**src/rtl/array_ctrl_pkg.sv**
```systemverilog
// array_ctrl_pkg: shared types and constants for the array access controller
package array_ctrl_pkg;
    typedef enum logic {INIT, RUN} ctrl_state_t;
    localparam int NUM_REQ = 2;
endpackage

```
**src/rtl/rr_arbiter2.sv**
```systemverilog
// rr_arbiter2: two-way round-robin arbiter, ties go to the requester not granted last
module rr_arbiter2
    import array_ctrl_pkg::*;
(
    input  logic [NUM_REQ-1:0] req,
    input  logic               last_grant,
    output logic [NUM_REQ-1:0] grant
);
    always_comb begin
        grant[0] = req[0] & (~req[1] | last_grant);
        grant[1] = req[1] & (~req[0] | ~last_grant);
    end
endmodule

```
**src/rtl/array_access_arbiter.sv**
```systemverilog
// array_access_arbiter: clears the array after reset, then shares its port between two requesters
module array_access_arbiter
    import array_ctrl_pkg::*;
#(
    parameter int               WIDTH      = 8,
    parameter int               DEPTH      = 4,
    parameter logic [WIDTH-1:0] INIT_VALUE = '0,
    localparam int              ADDR       = $clog2(DEPTH)
) (
    input  logic                      clk,
    input  logic                      rst,
    input  logic [NUM_REQ-1:0]        req_valid,
    output logic [NUM_REQ-1:0]        req_ready,
    input  logic [NUM_REQ-1:0]        req_we,
    input  logic [NUM_REQ*ADDR-1:0]   req_addr,
    input  logic [NUM_REQ*WIDTH-1:0]  req_wdata,
    output logic [NUM_REQ-1:0]        rsp_valid,
    output logic [WIDTH-1:0]          rsp_rdata,
    output logic                      init_done,
    output logic                      mem_write_en,
    output logic [ADDR-1:0]           mem_write_addr,
    output logic [WIDTH-1:0]          mem_write_data,
    output logic [ADDR-1:0]           mem_read_addr,
    input  logic [WIDTH-1:0]          mem_read_data
);
    if (DEPTH < 2 || (DEPTH & (DEPTH - 1)) != 0) begin : g_bad_depth
        $error("array_access_arbiter: DEPTH must be a power of two >= 2");
    end

    ctrl_state_t          state;
    logic [ADDR-1:0]      init_ptr;
    logic [ADDR-1:0]      rd_addr_q;
    logic                 last_grant;
    logic [NUM_REQ-1:0]   grant;
    logic                 run;
    logic                 sel;
    logic                 gnt_we;
    logic [ADDR-1:0]      gnt_addr;
    logic [WIDTH-1:0]     gnt_wdata;
    logic                 rd_xfer;
    logic                 wr_xfer;

    rr_arbiter2 u_arb (
        .req        (req_valid),
        .last_grant (last_grant),
        .grant      (grant)
    );

    // The grant is only ever raised for a valid requester, so ready doubles as the transfer strobe
    always_comb begin
        run            = (state == RUN) && !rst;
        req_ready      = run ? grant : '0;
        sel            = req_ready[1];
        gnt_we         = sel ? req_we[1] : req_we[0];
        gnt_addr       = sel ? req_addr[ADDR +: ADDR] : req_addr[0 +: ADDR];
        gnt_wdata      = sel ? req_wdata[WIDTH +: WIDTH] : req_wdata[0 +: WIDTH];
        rd_xfer        = |req_ready && !gnt_we;
        wr_xfer        = |req_ready && gnt_we;
        mem_write_en   = !rst && (state == INIT || wr_xfer);
        mem_write_addr = (state == INIT) ? init_ptr : gnt_addr;
        mem_write_data = (state == INIT) ? INIT_VALUE : gnt_wdata;
        mem_read_addr  = rd_xfer ? gnt_addr : rd_addr_q;
    end

    always_ff @(posedge clk) begin
        if (rst) begin
            state      <= INIT;
            init_ptr   <= '0;
            last_grant <= 1'b1;
            rsp_valid  <= '0;
            rsp_rdata  <= '0;
            init_done  <= 1'b0;
            rd_addr_q  <= '0;
        end else begin
            rsp_valid <= rd_xfer ? req_ready : '0;
            if (rd_xfer) begin
                rsp_rdata <= mem_read_data;
                rd_addr_q <= gnt_addr;
            end
            if (|req_ready)
                last_grant <= sel;
            if (state == INIT) begin
                init_ptr <= init_ptr + 1'b1;
                if (init_ptr == ADDR'(DEPTH - 1)) begin
                    state     <= RUN;
                    init_done <= 1'b1;
                end
            end
        end
    end
endmodule
```
**config.mk**
```make
export PLATFORM = sky130hd
export DESIGN_NAME = array_access_arbiter
export DESIGN_NICKNAME = d
export VERILOG_FILES = /design/src/rtl/array_ctrl_pkg.sv /design/src/rtl/rr_arbiter2.sv /design/src/rtl/array_access_arbiter.sv
export SDC_FILE = /design/constraint.sdc
export NUM_CORES = 1
export LEC_CHECK = 0
export BUFFER_PORTS_ARGS = -buffer_cell sky130_fd_sc_hd__buf_2
export CORE_MARGIN = 1.5
export CORE_UTILIZATION = 46
export CTS_CLUSTER_SIZE = 8
export DETAILED_ROUTE_END_ITERATION = 10
export HOLD_SLACK_MARGIN = 0.06
export PLACE_DENSITY = 0.87
export SYNTH_ARGS = -nofsm -noshare
export SYNTH_HDL_FRONTEND = slang
export SYNTH_HIERARCHICAL = 1
export SYNTH_SLANG_ARGS = --single-unit
```
**constraint.sdc**
```tcl
create_clock -name clk -period 4.95 [get_ports clk]
set_input_delay 0.495 -clock clk [delete_from_list [all_inputs] [get_ports clk]]
set_output_delay 0.495 -clock clk [all_outputs]
set_load 0.05 [all_outputs]
```
Word level (Yosys, flattened, before mapping)
Cells that the tools add are included.
- bits in registers: 17
- latch bits: 0
- memory bits (writable): 0
- ROM bits: 0
- output and inout port bits: 26
- memories kept: 0
- add/sub/neg operators: 1
- multipliers: 0
- div/mod/pow operators: 0
- order comparisons: 0
- equal/unequal tests: 1
- shift-type cells: 0
- muxes and demuxes: 9
- bitwise logic cells: 9
- reductions and logical operators: 10
- operator list (kind ; count):
    8-bit two-way mux ; 2
    2-bit two-way mux ; 4
    1-bit inverter ; 5
    1-bit logical AND ; 4
    2-bit OR reduction ; 2
    1-bit two-way mux ; 3
    2-bit by 1-bit adder with 2-bit output, second input constant ; 1
    1-bit bitwise AND ; 2
    2-bit equality test, second input constant ; 1
    1-bit logical NOT ; 2
    1-bit bitwise OR ; 2
    2-bit AND reduction ; 1
    1-bit logical OR ; 1

Depth between registers and ports, before layout
- word-level depth: 9
- depth in mapped cells: 6
- depth with buffers taken out: 5

Modules after synthesis
The synthesis kept the hierarchy.
- by module, submodules not included (module ; instances ; cells each ; area each (µm²) ; seq. area each (µm²)):
    array_access_arbiter ; 1 ; 115 ; 982.2 ; 340.3
    rr_arbiter2 ; 1 ; 3 ; 18.8 ; 0.0

Least setup slack after synthesis
Ideal clock, no wire load.
- path type: in2out
- start: input req_valid[1]
- end: output mem_write_data[0]
- arrival time: 2.221 ns
- required time: 4.455 ns
- setup slack: 2.234 ns
- stages: 5
- buffers on the path: 2
- path through: a21boi_0 > buf_6 > nand3b_4 > clkbuf_1 > o21ai_0
- word-level cells in the longest chain between the ends: 4
- RTL lines (element ; line ; text):
    start, declared ; array_access_arbiter.sv:12 ; input logic [NUM_REQ-1:0] req_valid,
    1-bit bitwise AND ; rr_arbiter2.sv:11 ; grant[1] = req[1] & (~req[0] | ~last_grant);
    2-bit two-way mux ; array_access_arbiter.sv:52 ; req_ready = run ? grant : '0;
    8-bit two-way mux ; array_access_arbiter.sv:56 ; gnt_wdata = sel ? req_wdata[WIDTH +: WIDTH] : req_wdata[0 +: WIDTH];
    8-bit two-way mux ; array_access_arbiter.sv:61 ; mem_write_data = (state == INIT) ? INIT_VALUE : gnt_wdata;
    end, declared ; array_access_arbiter.sv:22 ; output logic [WIDTH-1:0] mem_write_data,
Every way passes these cells.

Worst setup path after layout
- start: register state
- end: output mem_write_addr[1]
- word-level cells in the longest chain between the ends: 4
- RTL lines (element ; line ; text):
    start, declared ; array_access_arbiter.sv:30 ; ctrl_state_t state;
    start signal, assigned ; array_access_arbiter.sv:67 ; state <= INIT;
    start signal, assigned ; array_access_arbiter.sv:85 ; state <= RUN;
    1-bit logical AND ; array_access_arbiter.sv:51 ; run = (state == RUN) && !rst;
    2-bit two-way mux ; array_access_arbiter.sv:52 ;
    2-bit two-way mux ; array_access_arbiter.sv:55 ; gnt_addr = sel ? req_addr[ADDR +: ADDR] : req_addr[0 +: ADDR];
    2-bit two-way mux * ; array_access_arbiter.sv:60 ; mem_write_addr = (state == INIT) ? init_ptr : gnt_addr;
    end, declared ; array_access_arbiter.sv:21 ; output logic [ADDR-1:0] mem_write_addr,
Mark *: on every way between the ends. The rest lies on a longest branch, timed or not.

==> run metrics <==
Worst-Skew Late Latency=0.29 ns; clk buf depth=2; sequential share of the synthesized area=0.340; final instance area=0.00130 sq mm; Reg2Reg Setup Slack=3.00 ns; commonest non-fill, non-tap cell in the layout=buf_2; Vias/cell=5.23; unrepaired setup endpoints after global routing=no; nets@finish=208; Worst Hold Launch=req_we[1]; Post-route DRC=0; total gr overflow=0; Critical Path Start=state; FMAX=0.354 GHz; Worst path max stage delay=0.98 ns; initial antenna violation count=0; CTS tree=yes; post-route minimum period=2.83 ns; Boundary Pins=60; Post-synth EDFFs=0; root buffer cell=clkbuf_4; cell internal pwr=214 uW; die area=0.00246 sq mm; GPL Wtd Cong=0.788; Logic pwr share=0.338; Layout area overhead=29.9%; worst rel slew slack=0.342; critical path capture point type=output pin; first-pass GRT wire length=4210 microns; cell at the slowest stage of the critical path=dfxtp_1; Tightest Pin Transition=0.985 ns; Syn Nets=153; maximum VDD drop=0.230 mV; Max FO, Critical Path=29; Total GRT Usage=0.217; clock share of power=0.210; Switching Power=134 uW; setup violators final=0; Arr. time, crit path=2.33 ns; count of final hold-check violations=0; #FFs+latches synth=17; final WL=2400 microns; Core ar.=0.00200 sq mm; critical path cell sequence=nand3b_4 > and3_1 > a221o_1 > buf_2; hpwl dp=1880 microns; share of cells above drive strength 1=0.419; row cnt=16; sw frac=0.384; critical path class=reg -> out; H-tree depth=1; Hold Crit Class=in -> reg; Reg power frac=0.451; Fill cells=192; Pwr Density=268 mW/mm^2; Die Y-Extent=49.6 microns; Ys Warns=6; syn avg cell area=8.48 sq um; setup ws final=2.12 ns; Core Util, Final=0.649; most frequent cells in the layout=59 x buf_2, 17 x dfxtp_1, 16 x nand3_1, 11 x inv_1, 9 x a21oi_1; TNS Setup=0 ns; ys async rst share=0; fin crit share=0.571; Diodes inserted=0; Max Cap Viol=0; Port Buf Inserts=59; Routed Antenna Nets=0; drt pass-1 iters=4; total clock buffers created by CTS=3; top_reg_cell synth=dfxtp_1; placed inst area=0.00127 sq mm; post-cts hold buffer count=0; crit start category=register; reg2reg start=state; Die Width=49.6 microns; Post-Synthesis Cells=118; Resized cells post-CTS=0; Vias=1041; Lkg Pwr=0.000683 uW; status=finished, final reports clean; initial core utilization=0.500; number of distinct library cells after synthesis=34; Post-Place Setup Slack=2.42 ns; number of global-route vias before repair=1054; Final Skew=0.00212 ns; Iter 0 DRT Violations=7; post-CTS setup repair buffer count=0; Clock transition at path regs=0.10 ns; Critical Path RT=4.45 ns; Max Slew Vio Count=0; CTS Sinks=17; largest net degree at the start of global routing=30; wire per inst=12.1 microns; Mapped Area=0.00100 sq mm
[cell type report]
type                            instances  area (sq um)  share of cell area
Tap cell                               27          33.8              0.0260
Clock inverter                          1          5.00             0.00385
Multi-Input combinational cell         80           554               0.426
Timing Repair Buffer                   60           303               0.233
Sequential cell                        17           340               0.262
Inverter                               11          41.3              0.0318
Clock buffer                            3          22.5              0.0173
[registers in the layout (all words and copies together), names as in the netlist]
name / flops
last_grant: 1
init_ptr: 2
rsp_valid: 2
state: 1
rsp_rdata: 8
rd_addr_q: 2
init_done: 1
[cell usage after synthesis (all sizes together) (2+ instances only)]
cell,count,share of area
o2bb2ai,2,0.018
nand3b,2,0.028
a21oi,9,0.045
nand3,16,0.080
dfxtp,17,0.34
o21ai,8,0.040
and3,2,0.012
a21boi,2,0.015
clkbuf,3,0.012
nor2,6,0.022
mux2,4,0.052
nand2b,2,0.012
o211ai,8,0.060
inv,11,0.041
nor2b,3,0.026
nand2,4,0.015
a221o,3,0.030
buf,7,0.052
[path summary, 6_finish.rpt]
path                             to  depth (start not counted)
hold / removal         rsp_valid[1]                          2
setup reg to reg       rsp_rdata[7]                          3
hold reg to reg        rsp_rdata[1]                          2
setup / recovery  mem_write_addr[1]                          4
[worst max-delay path, delay by kind of cell (launching register included)]
family	cells	cell delay [ns]
AND/OR/NAND/NOR	2	0.57
buffers and inverters	1	0.21
flip-flops	1	0.98
AO/OA/AOI/OAI	1	0.26
[metrics by stage]
step                total power (uW)  hold slack (ns)  cells
finish                           348            0.435    199
global route                     367            0.423    199
CTS                              349            0.428    199
detailed placement               278            0.457    195
global placement                 273            0.455    195
floorplan                        246            0.442    118
[power by group through the flow]
stage / registers (uW) / logic [uW] / clock network (uW)
2_1_floorplan: 161 / 85.1 / 0
3_3_place_gp: 159 / 114 / 0
3_5_place_dp: 160 / 118 / 0
4_1_cts: 157 / 118 / 74.5
5_1_grt: 159 / 126 / 81.5
6_report: 157 / 118 / 73.1
[logic make-up (layout without fill, tap and decap cells)]
logic type,count (synthesis),in the layout,synth area share
AOI/OAI and AO/OA,34,34,0.229
xor gates and xnor gates,1,1,0.00875
adders and majority gates,1,1,0.0125
buffers and inverters,21,75,0.106
DFF,17,17,0.340
muxes,5,5,0.0625
and+or+nand+nor,39,39,0.241
[layer usage]
metal	track usage	routed length [microns]	share of wire	vias to the layer above
met4	0.0787	23	0.0096	0
li1	-	-	-	526
met3	0.0455	203	0.085	4
met1	0.243	1010	0.42	463
met5	0	0	0	-
met2	0.400	1170	0.49	48
(Power assumes the default switching activity.)
